**config.mk**
```make
export PLATFORM = sky130hd
export DESIGN_NAME = alu_arbiter
export DESIGN_NICKNAME = d
export VERILOG_FILES = /design/src/rtl/alu_pkg.sv /design/src/rtl/rr_arb2.sv /design/src/rtl/alu_arbiter.sv
export SDC_FILE = /design/constraint.sdc
export NUM_CORES = 1
export LEC_CHECK = 0
export ABC_AREA = 1
export CELL_PAD_IN_SITES_DETAIL_PLACEMENT = 1
export CELL_PAD_IN_SITES_GLOBAL_PLACEMENT = 2
export CORE_MARGIN = 10
export CORE_UTILIZATION = 30
export CTS_CLUSTER_SIZE = 30
export DETAILED_ROUTE_END_ITERATION = 10
export DONT_BUFFER_PORTS = 1
export PLACE_DENSITY = 0.75
export SETUP_SLACK_MARGIN = 0.05
export SYNTH_ARGS = -nofsm -noshare
export SYNTH_HDL_FRONTEND = slang
export SYNTH_HIERARCHICAL = 1
export SYNTH_SLANG_ARGS = --single-unit
```
**constraint.sdc**
```tcl
create_clock -name clk -period 1.4 [get_ports clk]
set_input_delay 0.21 -clock clk [delete_from_list [all_inputs] [get_ports clk]]
set_output_delay 0.21 -clock clk [all_outputs]
set_load 0.005 [all_outputs]
```
**src/rtl/alu_pkg.sv**
```systemverilog
// Shared definitions for the ALU arbiter: ALU op codes and the issue FSM encoding.
package alu_pkg;

  localparam logic [3:0] ADD  = 4'd0;
  localparam logic [3:0] SUB  = 4'd1;
  localparam logic [3:0] SLT  = 4'd2;
  localparam logic [3:0] SLTU = 4'd3;
  localparam logic [3:0] XOR  = 4'd4;
  localparam logic [3:0] ORR  = 4'd5;
  localparam logic [3:0] AND  = 4'd6;
  localparam logic [3:0] SLL  = 4'd7;
  localparam logic [3:0] SRL  = 4'd8;
  localparam logic [3:0] SRA  = 4'd9;
  localparam logic [3:0] ADDU = 4'd10;
  localparam logic [3:0] SUBU = 4'd11;

  typedef enum logic [1:0] {
    IDLE  = 2'd0,
    ISSUE = 2'd1,
    RESP  = 2'd2
  } arb_state_e;

endpackage

```
**src/rtl/rr_arb2.sv**
```systemverilog
// Two-way round-robin pick: a lone requester always wins, a tie goes to the
// requester that was not granted last.
module rr_arb2 (
  input  logic [1:0] valid_i,
  input  logic       last_grant_i,
  output logic       winner_o,
  output logic       any_valid_o
);

  always_comb begin
    any_valid_o = |valid_i;
    winner_o    = 1'b0;
    if (valid_i == 2'b11) begin
      winner_o = ~last_grant_i;
    end else if (valid_i[1]) begin
      winner_o = 1'b1;
    end
  end

endmodule

```
**src/rtl/alu_arbiter.sv**
```systemverilog
// Time-shares one external ALU between two requesters, one operation in flight.
// Optional grant counters are enabled with the ALU_ARB_STATS_EN macro.
module alu_arbiter
  import alu_pkg::*;
#(
  parameter int WIDTH = 32
) (
  input  logic             clk,
  input  logic             reset,
  input  logic             r0_req_valid,
  output logic             r0_req_ready,
  input  logic [3:0]       r0_ctrl,
  input  logic [4:0]       r0_shamt,
  input  logic [WIDTH-1:0] r0_a,
  input  logic [WIDTH-1:0] r0_b,
  output logic             r0_rsp_valid,
  input  logic             r0_rsp_ready,
  input  logic             r1_req_valid,
  output logic             r1_req_ready,
  input  logic [3:0]       r1_ctrl,
  input  logic [4:0]       r1_shamt,
  input  logic [WIDTH-1:0] r1_a,
  input  logic [WIDTH-1:0] r1_b,
  output logic             r1_rsp_valid,
  input  logic             r1_rsp_ready,
  output logic [WIDTH-1:0] rsp_data,
  output logic             rsp_zero,
  output logic [3:0]       alu_control,
  output logic [4:0]       alu_shamt,
  output logic [WIDTH-1:0] alu_a,
  output logic [WIDTH-1:0] alu_b,
  input  logic [WIDTH-1:0] alu_out
`ifdef ALU_ARB_STATS_EN
  ,
  output logic [31:0]      grant_cnt0,
  output logic [31:0]      grant_cnt1
`endif
);

  arb_state_e       state_q, state_d;
  logic             owner_q, owner_d;
  logic             last_grant_q, last_grant_d;
  logic [3:0]       alu_control_q, alu_control_d;
  logic [4:0]       alu_shamt_q, alu_shamt_d;
  logic [WIDTH-1:0] alu_a_q, alu_a_d;
  logic [WIDTH-1:0] alu_b_q, alu_b_d;
  logic [WIDTH-1:0] rsp_data_q, rsp_data_d;
  logic             rsp_zero_q, rsp_zero_d;

  logic             winner;
  logic             any_valid;
  logic             accept;
  logic             owner_rsp_ready;

  rr_arb2 u_rr_arb2 (
    .valid_i      ({r1_req_valid, r0_req_valid}),
    .last_grant_i (last_grant_q),
    .winner_o     (winner),
    .any_valid_o  (any_valid)
  );

  // Reset gates the grant so a requester never sees a handshake that the
  // reset edge would then discard.
  assign accept          = (state_q == IDLE) && any_valid && !reset;
  assign owner_rsp_ready = owner_q ? r1_rsp_ready : r0_rsp_ready;

  always_comb begin
    state_d       = state_q;
    owner_d       = owner_q;
    last_grant_d  = last_grant_q;
    alu_control_d = alu_control_q;
    alu_shamt_d   = alu_shamt_q;
    alu_a_d       = alu_a_q;
    alu_b_d       = alu_b_q;
    rsp_data_d    = rsp_data_q;
    rsp_zero_d    = rsp_zero_q;

    case (state_q)
      IDLE: begin
        if (accept) begin
          if (winner) begin
            alu_control_d = r1_ctrl;
            alu_shamt_d   = r1_shamt;
            alu_a_d       = r1_a;
            alu_b_d       = r1_b;
          end else begin
            alu_control_d = r0_ctrl;
            alu_shamt_d   = r0_shamt;
            alu_a_d       = r0_a;
            alu_b_d       = r0_b;
          end
          owner_d      = winner;
          last_grant_d = winner;
          state_d      = ISSUE;
        end
      end
      ISSUE: begin
        rsp_data_d = alu_out;
        rsp_zero_d = (alu_out == '0);
        state_d    = RESP;
      end
      RESP: begin
        if (owner_rsp_ready) begin
          state_d = IDLE;
        end
      end
      default: begin
        state_d = IDLE;
      end
    endcase
  end

  always_ff @(posedge clk) begin
    if (reset) begin
      state_q       <= IDLE;
      owner_q       <= 1'b0;
      last_grant_q  <= 1'b1;
      alu_control_q <= '0;
      alu_shamt_q   <= '0;
      alu_a_q       <= '0;
      alu_b_q       <= '0;
      rsp_data_q    <= '0;
      rsp_zero_q    <= 1'b1;
    end else begin
      state_q       <= state_d;
      owner_q       <= owner_d;
      last_grant_q  <= last_grant_d;
      alu_control_q <= alu_control_d;
      alu_shamt_q   <= alu_shamt_d;
      alu_a_q       <= alu_a_d;
      alu_b_q       <= alu_b_d;
      rsp_data_q    <= rsp_data_d;
      rsp_zero_q    <= rsp_zero_d;
    end
  end

  assign r0_req_ready = accept && !winner;
  assign r1_req_ready = accept && winner;
  assign r0_rsp_valid = (state_q == RESP) && !owner_q;
  assign r1_rsp_valid = (state_q == RESP) && owner_q;

  assign rsp_data    = rsp_data_q;
  assign rsp_zero    = rsp_zero_q;
  assign alu_control = alu_control_q;
  assign alu_shamt   = alu_shamt_q;
  assign alu_a       = alu_a_q;
  assign alu_b       = alu_b_q;

`ifdef ALU_ARB_STATS_EN
  logic [31:0] grant_cnt0_q;
  logic [31:0] grant_cnt1_q;

  // Counters stick at all-ones rather than wrapping.
  always_ff @(posedge clk) begin
    if (reset) begin
      grant_cnt0_q <= '0;
      grant_cnt1_q <= '0;
    end else begin
      if (r0_req_ready && (grant_cnt0_q != 32'hFFFF_FFFF)) begin
        grant_cnt0_q <= grant_cnt0_q + 32'd1;
      end
      if (r1_req_ready && (grant_cnt1_q != 32'hFFFF_FFFF)) begin
        grant_cnt1_q <= grant_cnt1_q + 32'd1;
      end
    end
  end

  assign grant_cnt0 = grant_cnt0_q;
  assign grant_cnt1 = grant_cnt1_q;
`endif

endmodule

```
==> impl_results.html, run 1 <==
<table>
<tr><th>Metric</th><th>Value</th></tr>
<tr><th colspan="2">Outcome</th></tr>
<tr><td>Run status</td><td>finished with violations</td></tr>
<tr><td>Violated checks</td><td>negative hold slack</td></tr>
<tr><th colspan="2">Synthesis</th></tr>
<tr><td>Post-synth cell types</td><td>16</td></tr>
<tr><td>Post-synthesis instance area</td><td>4850 sq um</td></tr>
<tr><td>Instance count of the mapped netlist</td><td>749</td></tr>
<tr><td>Portion of netlist area occupied by mux cells</td><td>0</td></tr>
<tr><td>Combinational family with the most area after synthesis</td><td>simple AND/OR/NAND/NOR gates</td></tr>
<tr><td>Post-synthesis sequential area ratio</td><td>0.454</td></tr>
<tr><td>Simple-gate share of the synthesized area</td><td>0.366</td></tr>
<tr><td>Post-Synth Adder-Cell Area</td><td>0</td></tr>
<tr><td>Number of synthesized register bits</td><td>110</td></tr>
<tr><td>Post-synthesis area per instance</td><td>6.48 sq um</td></tr>
<tr><td>Total of warnings raised by yosys</td><td>6</td></tr>
<tr><td>Syn Nets</td><td>933</td></tr>
<tr><td>Post-synthesis share of cell area spent on xor and xnor gates</td><td>0</td></tr>
<tr><td>Compound-gate portion of the synthesized area</td><td>0.112</td></tr>
<tr><th colspan="2">Floorplan</th></tr>
<tr><td>Number of top-level pins</td><td>294</td></tr>
<tr><td>Horizontal extent of the die</td><td>147 um</td></tr>
<tr><td>Height of the die</td><td>147 um</td></tr>
<tr><td>Standard cell core area</td><td>15900 sq um</td></tr>
<tr><td>Overall die area</td><td>21700 sq um</td></tr>
<tr><td>Effective utilization at floorplan</td><td>0.306</td></tr>
<tr><td>Placement Rows</td><td>46</td></tr>
<tr><th colspan="2">Critical path</th></tr>
<tr><td>Cell family with most CP delay</td><td>flip-flops</td></tr>
<tr><td>Slowest library cell on the worst path</td><td>sky130_fd_sc_hd__dfxtp_2</td></tr>
<tr><td>R2R Path End</td><td>alu_a[17]</td></tr>
<tr><td>Worst setup path class</td><td>reg2out</td></tr>
<tr><td>Cells along the critical path</td><td>a21oi_4, inv_2, buf_12, nand2_8, inv_4</td></tr>
<tr><td>Startpoint of the worst register-to-register path</td><td>last_grant_q</td></tr>
<tr><td>Critical path arrival</td><td>1.16 ns</td></tr>
<tr><td>Critical path buffers and inverters</td><td>3</td></tr>
<tr><td>Required @ worst endpoint</td><td>1.19 ns</td></tr>
<tr><td>Capturing element type of the critical path</td><td>output port</td></tr>
<tr><td>Category of the worst setup path launch point</td><td>flop</td></tr>
<tr><td>Worst reg2reg setup slack</td><td>0.09 ns</td></tr>
<tr><td>Worst reg2reg path depth</td><td>7</td></tr>
<tr><td>Largest driver fanout on the critical path</td><td>3</td></tr>
<tr><td>Delay contributed by the slowest stage of the critical path</td><td>0.34 ns</td></tr>
<tr><th colspan="2">Detailed routing</th></tr>
<tr><td>Routed via count divided by cell count</td><td>4.85</td></tr>
<tr><td>Post-Route WL</td><td>19000 um</td></tr>
<tr><td>Average wire length per cell after detail routing</td><td>19.8 um</td></tr>
<tr><td>Detailed-routing iteration count for the pre-antenna-repair pass</td><td>4</td></tr>
<tr><td>Final ANT Viol Nets</td><td>0</td></tr>
<tr><td>Routed vias</td><td>4652</td></tr>
<tr><td>Number of remaining DRC errors</td><td>0</td></tr>
<tr><td>Violation count after the first detailed-route iteration</td><td>144</td></tr>
<tr><th colspan="2">Place</th></tr>
<tr><td>Setup slack after placement</td><td>0.0990 ns</td></tr>
<tr><td>Placed Instance Area</td><td>5040 sq um</td></tr>
<tr><td>Cell Count Post-Placement</td><td>927</td></tr>
<tr><td>Final GP Congestion</td><td>0.767</td></tr>
<tr><td>Number of port buffers</td><td>0</td></tr>
<tr><td>Placed wire-length estimate after detailed placement</td><td>13700 um</td></tr>
<tr><th colspan="2">Power</th></tr>
<tr><td>Leakage power</td><td>2.45 nW</td></tr>
<tr><td>Power share of the combinational group</td><td>0.161</td></tr>
<tr><td>Internal power contribution</td><td>5.13 mW</td></tr>
<tr><td>Switching power share of the total</td><td>0.307</td></tr>
<tr><td>Clock network fraction of design power</td><td>0.349</td></tr>
<tr><td>Sequential cell fraction of total power</td><td>0.490</td></tr>
<tr><td>Worst IR Drop VDD</td><td>0.552 mV</td></tr>
<tr><td>Power density over the cells</td><td>1310 nW/um^2</td></tr>
<tr><td>Total power after layout</td><td>7.40 mW</td></tr>
<tr><td>Sw power</td><td>2.27 mW</td></tr>
<tr><th colspan="2">Cells and area</th></tr>
<tr><td>Final std cell area, no fill</td><td>5640 sq um</td></tr>
<tr><td>Multi-input combinational cell area</td><td>2360 sq um</td></tr>
<tr><td>Most frequent cells in the layout</td><td>sky130_fd_sc_hd__nand2_1, sky130_fd_sc_hd__dfxtp_1, sky130_fd_sc_hd__a21oi_1, sky130_fd_sc_hd__nor2_1, sky130_fd_sc_hd__o21ai_0</td></tr>
<tr><td>Layout overhead on the synthesized area</td><td>16.2%</td></tr>
<tr><td>NumNets Final</td><td>922</td></tr>
<tr><td>Fin cells</td><td>959</td></tr>
<tr><td>Share of post-route cells with drive strength above 1</td><td>0.0754</td></tr>
<tr><td>Number of filler cells placed in the layout</td><td>2044</td></tr>
<tr><td>Final core occ</td><td>0.355</td></tr>
<tr><td>Antenna Cells</td><td>0</td></tr>
<tr><td>Leading cell type in the layout, fill and taps excluded</td><td>sky130_fd_sc_hd__nand2_1</td></tr>
<tr><td>Sequential standard cell area</td><td>2210 sq um</td></tr>
<tr><th colspan="2">Clocking</th></tr>
<tr><td>CTS Root Cell</td><td>sky130_fd_sc_hd__clkbuf_16</td></tr>
<tr><td>Hold buffer count at CTS</td><td>5</td></tr>
<tr><td>Clock transition at the registers of the reported paths</td><td>0.08 ns</td></tr>
<tr><td>Number of sinks on the clock net</td><td>110</td></tr>
<tr><td>Clock Path Buffers</td><td>2</td></tr>
<tr><td>Source-to-sink clock delay at the later pin of the worst-skew pair</td><td>0.36 ns</td></tr>
<tr><td>TritonCTS buffer count</td><td>9</td></tr>
<tr><td>TritonCTS clock tree</td><td>built</td></tr>
<tr><td>Number of levels the H-tree was split into</td><td>3</td></tr>
<tr><th colspan="2">Min path</th></tr>
<tr><td>Hold path startpoint</td><td>reset</td></tr>
<tr><td>Worst Hold Path Cells</td><td>1</td></tr>
<tr><td>Worst Hold Class</td><td>in2reg</td></tr>
<tr><td>Hold Path End</td><td>alu_shamt[1]</td></tr>
<tr><th colspan="2">STA</th></tr>
<tr><td>Slew at the pin closest to its max-slew limit</td><td>0.334 ns</td></tr>
<tr><td>Largest clock skew in the final design</td><td>0.0124 ns</td></tr>
<tr><td>Headroom to the max-slew limit</td><td>0.777</td></tr>
<tr><td>Setup repair after global routing missed its margin</td><td>true</td></tr>
<tr><td>Number of setup violations in the final report</td><td>0</td></tr>
<tr><td>Worst hold slack</td><td>-0.0799 ns</td></tr>
<tr><td>Time the worst path needs with I/O delays and setup</td><td>1.37 ns</td></tr>
<tr><td>Aggregate negative setup slack</td><td>0 ns</td></tr>
<tr><td>Least setup slack across all paths after layout</td><td>0.0325 ns</td></tr>
<tr><td>Hold Violations, Final</td><td>69</td></tr>
<tr><td>Peak Freq</td><td>731 MHz</td></tr>
<tr><td>Final Cycle Share</td><td>0.977</td></tr>
<tr><td>Final Max Tran Viols</td><td>0</td></tr>
<tr><th colspan="2">Run</th></tr>
<tr><td>Max-cap check violation count</td><td>0</td></tr>
<tr><th colspan="2">GRT</th></tr>
<tr><td>Total grt overflow</td><td>0</td></tr>
<tr><td>Largest net degree at the start of global routing</td><td>72</td></tr>
<tr><td>Initial antenna violation count</td><td>0</td></tr>
<tr><td>Overall track demand over capacity in global routing</td><td>0.158</td></tr>
<tr><td>Via count of the first global-routing pass</td><td>5036</td></tr>
<tr><td>Wire length of the first global-routing pass</td><td>27500 um</td></tr>
</table>
## registers in the layout, indices dropped and copies added, names as in the netlist
register / flops
alu_b: 32
alu_control: 4
alu_a: 32
rsp_data: 32
rsp_zero: 1
last_grant_q: 1
state_q: 2
alu_shamt: 5
owner_q: 1
## worst max-delay path by stage
| stage | to | slack (ns) | depth (start not counted) | start |
|---|---|---|---|---|
| 6_report | r0_req_ready | 0.03 | 5 | last_grant_q |
| 2_1_floorplan | alu_a[21] | 0.23 | 7 | last_grant_q |
| 4_1_cts | r0_req_ready | 0.007 | 5 | last_grant_q |
| 3_3_place_gp | alu_a[20] | 0.17 | 6 | state_q[0] |
| 3_5_place_dp | alu_a[5] | 0.1 | 6 | state_q[0] |
| 5_1_grt | r0_req_ready | -0.03 | 5 | last_grant_q |
## repair_timing
action,CTS,global route
pin swaps,2,1
setup endpoints to repair,4,71
buffers inserted,5,0
endpoints found under the hold margin,75,69
cloned,0,6
resized for setup,13,15
## layout make-up
cell class | instances | share of cell area
clock inverters | 7 | 0.0135
flip-flops and latches | 110 | 0.391
well taps | 216 | 0.0479
multi-input cells | 571 | 0.419
clock buffers | 9 | 0.0399
inverters | 18 | 0.0138
repair buffers | 28 | 0.0750
## power groups by stage
stage	Combinational (mW)	Clock, mW	Sequential, mW
2_1_floorplan	0.829	0	3.60
3_3_place_gp	0.988	0	3.70
3_5_place_dp	1.04	0	3.71
4_1_cts	1.09	2.68	3.64
5_1_grt	1.38	2.81	3.66
6_report	1.19	2.58	3.62
## per-layer routing
metal | GRT usage | up-vias | wire, um
met5 | 0 | - | 0
met4 | 0.0491 | 0 | 253
met3 | 0.0685 | 14 | 1840
met2 | 0.284 | 175 | 9630
met1 | 0.162 | 2158 | 7300
li1 | - | 2305 | -
## Yosys cell counts, drive strengths merged
library cell,n,share of area
a21oi,76,0.078
buf,32,0.040
clkbuf,18,0.014
dfxtp,110,0.45
inv,18,0.014
nand2,374,0.29
nand3,13,0.013
nand4,2,0.0057
nor2,71,0.055
nor3,1,0.0010
o21ai,33,0.034
or2,1,0.0013
## cells by family (layout without fill, tap and decap cells)
group | after synthesis | in the layout
AOI/OAI and AO/OA | 109 | 109
DFF | 110 | 110
and+or+nand+nor | 462 | 462
buffers and inverters | 68 | 62
Power figures use the tool's default switching activity.
==> run 2, diff against run 1 <==
- SYNTH_HIERARCHICAL: 1 -> not set
==> run 2 against run 1 <==
- the run ends with negative hold slack, negative setup slack left
- clock skew decreased by 0.0071 ns
- sequential share of layout area fell by 0.66 points
- core utilization grew 0.48 points
- register-to-register slack worse by 0.11 ns
- setup slack worse by 0.082 ns
- global-route usage barely moved
- non-clock buffer count is 7 higher
- clock-buffer cell count up 2
- final area is 1.7% higher
- wire length increased by 1.1%
- synthesized area up 1.1%
- first-iteration DRC count is 21% lower
- largest power group unchanged
==> impl_results.html, run 2 <==
<table>
<tr><th>Metric</th><th>Value</th></tr>
<tr><th colspan="2">Detailed routing</th></tr>
<tr><td>Final ANT Viol Nets</td><td>0 (unchanged)</td></tr>
<tr><td>Post-Route WL</td><td>19200 um (was 19000 um)</td></tr>
<tr><td>Number of remaining DRC errors</td><td>0 (unchanged)</td></tr>
<tr><td>Routed via count divided by cell count</td><td>4.85 (about the same)</td></tr>
<tr><td>Violation count after the first detailed-route iteration</td><td>114 (was 144)</td></tr>
<tr><td>Routed vias</td><td>4703 (was 4652)</td></tr>
<tr><td>Detailed-routing iteration count for the pre-antenna-repair pass</td><td>4 (unchanged)</td></tr>
<tr><td>Average wire length per cell after detail routing</td><td>19.8 um (about the same)</td></tr>
<tr><th colspan="2">Floorplan</th></tr>
<tr><td>Placement Rows</td><td>46 (unchanged)</td></tr>
<tr><td>Effective utilization at floorplan</td><td>0.308 (was 0.306)</td></tr>
<tr><td>Horizontal extent of the die</td><td>148 um (was 147 um)</td></tr>
<tr><td>Height of the die</td><td>148 um (was 147 um)</td></tr>
<tr><td>Overall die area</td><td>21900 sq um (was 21700 sq um)</td></tr>
<tr><td>Number of top-level pins</td><td>294 (unchanged)</td></tr>
<tr><td>Standard cell core area</td><td>15900 sq um (about the same)</td></tr>
<tr><th colspan="2">Place</th></tr>
<tr><td>Number of port buffers</td><td>0 (unchanged)</td></tr>
<tr><td>Placed wire-length estimate after detailed placement</td><td>14000 um (was 13700 um)</td></tr>
<tr><td>Final GP Congestion</td><td>0.803 (was 0.767)</td></tr>
<tr><td>Cell Count Post-Placement</td><td>937 (was 927)</td></tr>
<tr><td>Placed Instance Area</td><td>5090 sq um (was 5040 sq um)</td></tr>
<tr><th colspan="2">STA</th></tr>
<tr><td>Least setup slack across all paths after layout</td><td>-0.0494 ns (was 0.0325 ns)</td></tr>
<tr><td>Final Max Tran Viols</td><td>0 (unchanged)</td></tr>
<tr><td>Number of setup violations in the final report</td><td>18 (was 0)</td></tr>
<tr><td>Peak Freq</td><td>690 MHz (was 731 MHz)</td></tr>
<tr><td>Time the worst path needs with I/O delays and setup</td><td>1.45 ns (was 1.37 ns)</td></tr>
<tr><td>Largest clock skew in the final design</td><td>0.00531 ns (was 0.0124 ns)</td></tr>
<tr><td>Worst hold slack</td><td>-0.0545 ns (was -0.0799 ns)</td></tr>
<tr><td>Slew at the pin closest to its max-slew limit</td><td>0.257 ns (was 0.334 ns)</td></tr>
<tr><td>Aggregate negative setup slack</td><td>-0.149 ns (was 0 ns)</td></tr>
<tr><td>Setup repair after global routing missed its margin</td><td>true (unchanged)</td></tr>
<tr><td>Headroom to the max-slew limit</td><td>0.827 (was 0.777)</td></tr>
<tr><td>Hold Violations, Final</td><td>19 (was 69)</td></tr>
<tr><td>Final Cycle Share</td><td>1.04 (was 0.977)</td></tr>
<tr><th colspan="2">GRT</th></tr>
<tr><td>Total grt overflow</td><td>0 (unchanged)</td></tr>
<tr><td>Largest net degree at the start of global routing</td><td>79 (was 72)</td></tr>
<tr><td>Initial antenna violation count</td><td>0 (unchanged)</td></tr>
<tr><td>Overall track demand over capacity in global routing</td><td>0.158 (about the same)</td></tr>
<tr><td>Via count of the first global-routing pass</td><td>4981 (was 5036)</td></tr>
<tr><td>Wire length of the first global-routing pass</td><td>27700 um (was 27500 um)</td></tr>
<tr><th colspan="2">Synthesis</th></tr>
<tr><td>Post-synthesis sequential area ratio</td><td>0.449 (was 0.454)</td></tr>
<tr><td>Number of synthesized register bits</td><td>110 (unchanged)</td></tr>
<tr><td>Synth cell count leaders</td><td>sky130_fd_sc_hd__nand2_1, sky130_fd_sc_hd__dfxtp_1, sky130_fd_sc_hd__a21oi_1 (unchanged)</td></tr>
<tr><td>Top FF cell, synth</td><td>sky130_fd_sc_hd__dfxtp_1 (unchanged)</td></tr>
<tr><td>Post-synth cell types</td><td>17 (was 16)</td></tr>
<tr><td>Instance count of the mapped netlist</td><td>754 (was 749)</td></tr>
<tr><td>Total of warnings raised by yosys</td><td>0 (was 6)</td></tr>
<tr><td>Share of flip-flops with an asynchronous set or reset</td><td>0 (unchanged)</td></tr>
<tr><td>Cell types with the largest area share after synthesis</td><td>sky130_fd_sc_hd__dfxtp_1, sky130_fd_sc_hd__nand2_1, sky130_fd_sc_hd__a21oi_1 (unchanged)</td></tr>
<tr><td>Fraction of post-synthesis cell area in the top cell type by area</td><td>0.449 (was 0.454)</td></tr>
<tr><td>Most numerous cell in the Yosys netlist</td><td>sky130_fd_sc_hd__nand2_1 (unchanged)</td></tr>
<tr><td>Post-synthesis instance area</td><td>4910 sq um (was 4850 sq um)</td></tr>
<tr><td>Post-synth EDFFs</td><td>0 (unchanged)</td></tr>
<tr><td>Largest area contributor in the netlist</td><td>sky130_fd_sc_hd__dfxtp_1 (unchanged)</td></tr>
<tr><td>Post-synthesis area per instance</td><td>6.51 sq um (was 6.48 sq um)</td></tr>
<tr><td>Syn Nets</td><td>938 (was 933)</td></tr>
<tr><th colspan="2">Power</th></tr>
<tr><td>Leakage power</td><td>2.46 nW (was 2.45 nW)</td></tr>
<tr><td>Switching power share of the total</td><td>0.289 (was 0.307)</td></tr>
<tr><td>Clock network fraction of design power</td><td>0.326 (was 0.349)</td></tr>
<tr><td>Sw power</td><td>2.10 mW (was 2.27 mW)</td></tr>
<tr><td>Total power after layout</td><td>7.25 mW (was 7.40 mW)</td></tr>
<tr><td>Worst IR Drop VDD</td><td>0.607 mV (was 0.552 mV)</td></tr>
<tr><td>Sequential cell fraction of total power</td><td>0.499 (was 0.490)</td></tr>
<tr><td>Power density over the cells</td><td>1260 nW/um^2 (was 1310 nW/um^2)</td></tr>
<tr><td>Power share of the combinational group</td><td>0.175 (was 0.161)</td></tr>
<tr><td>Internal power contribution</td><td>5.16 mW (was 5.13 mW)</td></tr>
<tr><th colspan="2">Critical path</th></tr>
<tr><td>Largest driver fanout on the critical path</td><td>3 (unchanged)</td></tr>
<tr><td>Critical path buffers and inverters</td><td>2 (was 3)</td></tr>
<tr><td>Cells along the critical path</td><td>nor2_2, nand2_2, nor2_4, buf_6, nand2_4, inv_2 (was a21oi_4, inv_2, buf_12, nand2_8, inv_4)</td></tr>
<tr><td>Critical path arrival</td><td>1.24 ns (was 1.16 ns)</td></tr>
<tr><td>Worst setup path class</td><td>reg2out (unchanged)</td></tr>
<tr><td>R2R Path End</td><td>alu_b[10] (was alu_a[17])</td></tr>
<tr><td>Slowest library cell on the worst path</td><td>sky130_fd_sc_hd__dfxtp_2 (unchanged)</td></tr>
<tr><td>Category of the worst setup path launch point</td><td>flop (unchanged)</td></tr>
<tr><td>Startpoint of the worst register-to-register path</td><td>state_q[1] (was last_grant_q)</td></tr>
<tr><td>Delay contributed by the slowest stage of the critical path</td><td>0.33 ns (was 0.34 ns)</td></tr>
<tr><td>Worst reg2reg path depth</td><td>8 (was 7)</td></tr>
<tr><td>Worst reg2reg setup slack</td><td>-0.02 ns (was 0.09 ns)</td></tr>
<tr><td>Capturing element type of the critical path</td><td>output port (unchanged)</td></tr>
<tr><td>Required @ worst endpoint</td><td>1.19 ns (about the same)</td></tr>
<tr><td>Cell family with most CP delay</td><td>simple AND/OR/NAND/NOR gates (was flip-flops)</td></tr>
<tr><th colspan="2">Clocking</th></tr>
<tr><td>Number of sinks on the clock net</td><td>110 (unchanged)</td></tr>
<tr><td>Number of levels the H-tree was split into</td><td>3 (unchanged)</td></tr>
<tr><td>TritonCTS clock tree</td><td>built (unchanged)</td></tr>
<tr><td>TritonCTS buffer count</td><td>9 (unchanged)</td></tr>
<tr><td>CTS Root Cell</td><td>sky130_fd_sc_hd__clkbuf_16 (unchanged)</td></tr>
<tr><td>Clock transition at the registers of the reported paths</td><td>0.07 ns (was 0.08 ns)</td></tr>
<tr><td>Hold buffer count at CTS</td><td>2 (was 5)</td></tr>
<tr><td>Source-to-sink clock delay at the later pin of the worst-skew pair</td><td>0.35 ns (was 0.36 ns)</td></tr>
<tr><td>Clock Path Buffers</td><td>2 (unchanged)</td></tr>
<tr><th colspan="2">Min path</th></tr>
<tr><td>Hold Path End</td><td>alu_a[29] (was alu_shamt[1])</td></tr>
<tr><td>Hold path startpoint</td><td>reset (unchanged)</td></tr>
<tr><td>Worst Hold Class</td><td>in2reg (unchanged)</td></tr>
<tr><td>Worst Hold Path Cells</td><td>1 (unchanged)</td></tr>
<tr><th colspan="2">Cells and area</th></tr>
<tr><td>Final core occ</td><td>0.360 (was 0.355)</td></tr>
<tr><td>Share of post-route cells with drive strength above 1</td><td>0.0969 (was 0.0754)</td></tr>
<tr><td>Sequential standard cell area</td><td>2210 sq um (unchanged)</td></tr>
<tr><td>Number of filler cells placed in the layout</td><td>2036 (was 2044)</td></tr>
<tr><td>Antenna Cells</td><td>0 (unchanged)</td></tr>
<tr><td>Layout overhead on the synthesized area</td><td>16.9% (was 16.2%)</td></tr>
<tr><td>Most frequent cells in the layout</td><td>sky130_fd_sc_hd__nand2_1, sky130_fd_sc_hd__dfxtp_1, sky130_fd_sc_hd__a21oi_1, sky130_fd_sc_hd__nor2_1, sky130_fd_sc_hd__o21ai_0 (unchanged)</td></tr>
<tr><td>Final std cell area, no fill</td><td>5740 sq um (was 5640 sq um)</td></tr>
<tr><td>Leading cell type in the layout, fill and taps excluded</td><td>sky130_fd_sc_hd__nand2_1 (unchanged)</td></tr>
<tr><td>Fin cells</td><td>969 (was 959)</td></tr>
<tr><td>NumNets Final</td><td>934 (was 922)</td></tr>
<tr><td>Multi-input combinational cell area</td><td>2420 sq um (was 2360 sq um)</td></tr>
<tr><th colspan="2">Outcome</th></tr>
<tr><td>Run status</td><td>finished with violations (unchanged)</td></tr>
<tr><td>Violated checks</td><td>negative hold slack, negative setup slack (was negative hold slack)</td></tr>
<tr><th colspan="2">Run</th></tr>
<tr><td>Max-cap check violation count</td><td>0 (unchanged)</td></tr>
</table>
run 2: changes by cell type after synthesis, moves of 6 or more:
cell	delta
sky130_fd_sc_hd__buf_2	-19
sky130_fd_sc_hd__nand2_1	+11
sky130_fd_sc_hd__nor2_1	+6
sky130_fd_sc_hd__nand3_1	-10
sky130_fd_sc_hd__buf_4	+17
run 2: layout make-up:
type	instances	share of cell area
sequential	110	0.385
tap	216	0.0471
clock buffer	11	0.0423
multi-input combinational	580	0.422
inverter	14	0.0100
timing repair buffer	35	0.0905
clock inverter	3	0.00371
run 2: metal layers:
metal / vias up / part of all wire / wire length [um] / track usage
met2: 173 / 0.49 / 9490 / 0.281
li1: 2319 / - / - / -
met3: 15 / 0.11 / 2060 / 0.0757
met4: 0 / 0.013 / 246 / 0.0481
met1: 2196 / 0.39 / 7420 / 0.160
met5: - / 0 / 0 / 0
run 2: logic make-up after synthesis:
group	after synthesis	share of synthesized area
buf+inv	64	0.0757
flops	110	0.449
simple gates	467	0.360
compound gates	113	0.116
run 2: repair_timing:
action / in CTS / in global routing
setup buffers: 6 / 3
endpoints found under the setup margin: 4 / 77
pin swaps: 6 / 6
gates resized for setup: 19 / 23
gates cloned: 0 / 7
endpoints found under the hold margin: 78 / 76
run 2: worst max path at each step:
stage                    start           end  slack [ns]  cells after the start
floorplan           state_q[1]      alu_a[0]        0.25                      8
global route        state_q[1]  r1_req_ready       -0.12                      6
global placement    state_q[1]     alu_a[14]        0.12                      7
CTS                 state_q[0]  r1_req_ready       -0.10                      6
detailed placement  state_q[1]     alu_b[10]        0.09                      7
finish              state_q[1]  r1_req_ready       -0.05                      6
run 2: stage by stage:
| step | hold slack, ns | setup WS, ns |
|---|---|---|
| after floorplan | 0.356 | 0.248 |
| after global placement | 0.298 | 0.118 |
| after detailed placement | 0.299 | 0.0909 |
| after CTS | -0.0777 | -0.101 |
| after global routing | -0.0813 | -0.115 |
| final | -0.0545 | -0.0494 |
run 2: power groups by stage:
| stage | clock, mW | combinational (mW) | sequential [mW] |
|---|---|---|---|
| after floorplan | 0 | 0.862 | 3.59 |
| after global placement | 0 | 1.02 | 3.69 |
| after detailed placement | 0 | 1.06 | 3.70 |
| after CTS | 2.46 | 1.12 | 3.63 |
| after global routing | 2.59 | 1.45 | 3.65 |
| final | 2.37 | 1.27 | 3.62 |
==> run 3, diff against run 2 <==
- PLACE_DENSITY: 0.75 -> 0.88
==> run 3 against run 2 <==
- the run still ends with negative hold slack, negative setup slack left
- clock skew is 0.0027 ns higher
- flip-flop and latch count stayed put
- non-clock buffer count is 7 lower
- largest power group unchanged
==> impl_results.html, run 3 (synthesis results as in run 2) <==
<table>
<tr><th>Metric</th><th>Value</th></tr>
<tr><th colspan="2">Place</th></tr>
<tr><td>Final GP Congestion</td><td>0.824 (was 0.803)</td></tr>
<tr><td>Placed wire-length estimate after detailed placement</td><td>13500 um (was 14000 um)</td></tr>
<tr><td>Placed Instance Area</td><td>5050 sq um (was 5090 sq um)</td></tr>
<tr><td>Number of port buffers</td><td>0 (unchanged)</td></tr>
<tr><td>Cell Count Post-Placement</td><td>934 (was 937)</td></tr>
<tr><th colspan="2">Run</th></tr>
<tr><td>Max-cap check violation count</td><td>0 (unchanged)</td></tr>
<tr><th colspan="2">Power</th></tr>
<tr><td>Leakage power</td><td>2.44 nW (was 2.46 nW)</td></tr>
<tr><td>Total power after layout</td><td>7.49 mW (was 7.25 mW)</td></tr>
<tr><td>Worst IR Drop VDD</td><td>0.524 mV (was 0.607 mV)</td></tr>
<tr><td>Power density over the cells</td><td>1320 nW/um^2 (was 1260 nW/um^2)</td></tr>
<tr><th colspan="2">Cells and area</th></tr>
<tr><td>Leading cell type in the layout, fill and taps excluded</td><td>sky130_fd_sc_hd__nand2_1 (unchanged)</td></tr>
<tr><td>Multi-input combinational cell area</td><td>2400 sq um (was 2420 sq um)</td></tr>
<tr><td>Final core occ</td><td>0.356 (was 0.360)</td></tr>
<tr><td>Fin cells</td><td>965 (was 969)</td></tr>
<tr><td>NumNets Final</td><td>927 (was 934)</td></tr>
<tr><td>Layout overhead on the synthesized area</td><td>15.7% (was 16.9%)</td></tr>
<tr><td>Most frequent cells in the layout</td><td>sky130_fd_sc_hd__nand2_1, sky130_fd_sc_hd__dfxtp_1, sky130_fd_sc_hd__a21oi_1, sky130_fd_sc_hd__nor2_1, sky130_fd_sc_hd__o21ai_0 (unchanged)</td></tr>
<tr><td>Number of filler cells placed in the layout</td><td>2051 (was 2036)</td></tr>
<tr><td>Sequential standard cell area</td><td>2200 sq um (was 2210 sq um)</td></tr>
<tr><td>Final std cell area, no fill</td><td>5680 sq um (was 5740 sq um)</td></tr>
<tr><td>Share of post-route cells with drive strength above 1</td><td>0.0882 (was 0.0969)</td></tr>
<tr><th colspan="2">Detailed routing</th></tr>
<tr><td>Detailed-routing iteration count for the pre-antenna-repair pass</td><td>4 (unchanged)</td></tr>
<tr><td>Violation count after the first detailed-route iteration</td><td>158 (was 114)</td></tr>
<tr><td>Average wire length per cell after detail routing</td><td>19.6 um (was 19.8 um)</td></tr>
<tr><td>Routed vias</td><td>4676 (was 4703)</td></tr>
<tr><td>Routed via count divided by cell count</td><td>4.85 (about the same)</td></tr>
<tr><td>Final ANT Viol Nets</td><td>0 (unchanged)</td></tr>
<tr><td>Number of remaining DRC errors</td><td>0 (unchanged)</td></tr>
<tr><td>Post-Route WL</td><td>19000 um (was 19200 um)</td></tr>
<tr><th colspan="2">Floorplan</th></tr>
<tr><td>Standard cell core area</td><td>15900 sq um (unchanged)</td></tr>
<tr><td>Height of the die</td><td>148 um (unchanged)</td></tr>
<tr><td>Effective utilization at floorplan</td><td>0.308 (unchanged)</td></tr>
<tr><td>Placement Rows</td><td>46 (unchanged)</td></tr>
<tr><td>Number of top-level pins</td><td>294 (unchanged)</td></tr>
<tr><td>Horizontal extent of the die</td><td>148 um (unchanged)</td></tr>
<tr><td>Overall die area</td><td>21900 sq um (unchanged)</td></tr>
<tr><th colspan="2">STA</th></tr>
<tr><td>Time the worst path needs with I/O delays and setup</td><td>1.40 ns (was 1.45 ns)</td></tr>
<tr><td>Setup repair after global routing missed its margin</td><td>true (unchanged)</td></tr>
<tr><td>Least setup slack across all paths after layout</td><td>-0.00110 ns (was -0.0494 ns)</td></tr>
<tr><td>Headroom to the max-slew limit</td><td>0.809 (was 0.827)</td></tr>
<tr><td>Worst hold slack</td><td>-0.0660 ns (was -0.0545 ns)</td></tr>
<tr><td>Peak Freq</td><td>714 MHz (was 690 MHz)</td></tr>
<tr><td>Largest clock skew in the final design</td><td>0.00800 ns (was 0.00531 ns)</td></tr>
<tr><td>Final Max Tran Viols</td><td>0 (unchanged)</td></tr>
<tr><td>Number of setup violations in the final report</td><td>1 (was 18)</td></tr>
<tr><td>Slew at the pin closest to its max-slew limit</td><td>0.286 ns (was 0.257 ns)</td></tr>
<tr><td>Final Cycle Share</td><td>1.00 (was 1.04)</td></tr>
<tr><td>Hold Violations, Final</td><td>75 (was 19)</td></tr>
<tr><th colspan="2">Critical path</th></tr>
<tr><td>Largest driver fanout on the critical path</td><td>3 (unchanged)</td></tr>
<tr><td>Cells along the critical path</td><td>nor2_2, nand2_2, nor2_4, buf_6, nand2_4, inv_4 (was nor2_2, nand2_2, nor2_4, buf_6, nand2_4, inv_2)</td></tr>
<tr><td>Worst setup path class</td><td>reg2out (unchanged)</td></tr>
<tr><td>Capturing element type of the critical path</td><td>output port (unchanged)</td></tr>
<tr><td>Slowest library cell on the worst path</td><td>sky130_fd_sc_hd__dfxtp_2 (unchanged)</td></tr>
<tr><td>Worst reg2reg setup slack</td><td>0.05 ns (was -0.02 ns)</td></tr>
<tr><td>Delay contributed by the slowest stage of the critical path</td><td>0.33 ns (about the same)</td></tr>
<tr><td>Critical path arrival</td><td>1.19 ns (was 1.24 ns)</td></tr>
<tr><td>Category of the worst setup path launch point</td><td>flop (unchanged)</td></tr>
<tr><td>Required @ worst endpoint</td><td>1.19 ns (about the same)</td></tr>
<tr><th colspan="2">GRT</th></tr>
<tr><td>Wire length of the first global-routing pass</td><td>27400 um (was 27700 um)</td></tr>
<tr><td>Via count of the first global-routing pass</td><td>4840 (was 4981)</td></tr>
<tr><td>Overall track demand over capacity in global routing</td><td>0.155 (was 0.158)</td></tr>
<tr><td>Total grt overflow</td><td>0 (unchanged)</td></tr>
<tr><td>Largest net degree at the start of global routing</td><td>79 (unchanged)</td></tr>
<tr><td>Initial antenna violation count</td><td>1 (was 0)</td></tr>
<tr><th colspan="2">Clocking</th></tr>
<tr><td>Number of levels the H-tree was split into</td><td>3 (unchanged)</td></tr>
<tr><td>TritonCTS buffer count</td><td>9 (unchanged)</td></tr>
<tr><td>Hold buffer count at CTS</td><td>2 (unchanged)</td></tr>
<tr><td>Clock transition at the registers of the reported paths</td><td>0.08 ns (was 0.07 ns)</td></tr>
<tr><td>Number of sinks on the clock net</td><td>110 (unchanged)</td></tr>
<tr><td>TritonCTS clock tree</td><td>built (unchanged)</td></tr>
<tr><td>Source-to-sink clock delay at the later pin of the worst-skew pair</td><td>0.35 ns (about the same)</td></tr>
<tr><td>Clock Path Buffers</td><td>2 (unchanged)</td></tr>
<tr><td>CTS Root Cell</td><td>sky130_fd_sc_hd__clkbuf_16 (unchanged)</td></tr>
<tr><th colspan="2">Outcome</th></tr>
<tr><td>Run status</td><td>finished with violations (unchanged)</td></tr>
<tr><td>Violated checks</td><td>negative hold slack, negative setup slack (unchanged)</td></tr>
<tr><th colspan="2">Min path</th></tr>
<tr><td>Worst Hold Class</td><td>in2reg (unchanged)</td></tr>
</table>
==> run 3: layout make-up <==
class,count,share of cell area
Sequential cell,110,0.388
Clock buffer,9,0.0397
Timing Repair Buffer,28,0.0769
Multi-Input combinational cell,580,0.423
Tap cell,216,0.0476
Clock inverter,7,0.0141
Inverter,14,0.00970
Antenna cell,1,0.000441
==> run 3: critical path: cells and delay by family, from the launching register on <==
family        cells  cell delay, ns
buf+inv           2            0.17
flops             1            0.33
simple gates      4            0.35
==> run 3: routing by layer <==
| layer | vias to the layer above | track usage | wire length, um |
|---|---|---|---|
| met3 | 29 | 0.0720 | 1980 |
| met5 | - | 0 | 0 |
| li1 | 2315 | - | - |
| met2 | 190 | 0.261 | 8830 |
| met1 | 2142 | 0.168 | 7570 |
| met4 | 0 | 0.0570 | 582 |
==> run 3: through the flow <==
stage | setup TNS [ns] | hold WS (ns) | setup slack [ns]
2_1_floorplan | 0 | 0.356 | 0.248
3_3_place_gp | 0 | 0.292 | 0.170
3_5_place_dp | 0 | 0.291 | 0.113
4_1_cts | -0.157 | -0.0910 | -0.0797
5_1_grt | -1.17 | -0.0954 | -0.0948
6_report | -0.00110 | -0.0660 | -0.00110
==> run 3: final timing paths <==
path	start	to	cells after the start
setup / recovery	state_q[1]	r1_req_ready	6
hold / removal	reset	alu_control[3]	1
setup reg to reg	state_q[1]	alu_shamt[0]	8
hold reg to reg	last_grant_q	last_grant_q	2
==> run 3: what timing repair did <==
item                                    CTS  global route
gates resized for setup                  21            15
buffers inserted                          3             2
endpoints found under the setup margin    3            82
pin swaps                                 7             6
endpoints found under the hold margin    78            76
cloned                                    0             7
==> run 3: power breakdown <==
part | switching (mW) | internal (mW) | leakage [nW] | total [mW]
Sequential | 0.233 | 3.38 | 0.902 | 3.61
Combinational | 0.717 | 0.488 | 1.39 | 1.21
Clock | 1.26 | 1.42 | 0.148 | 2.67
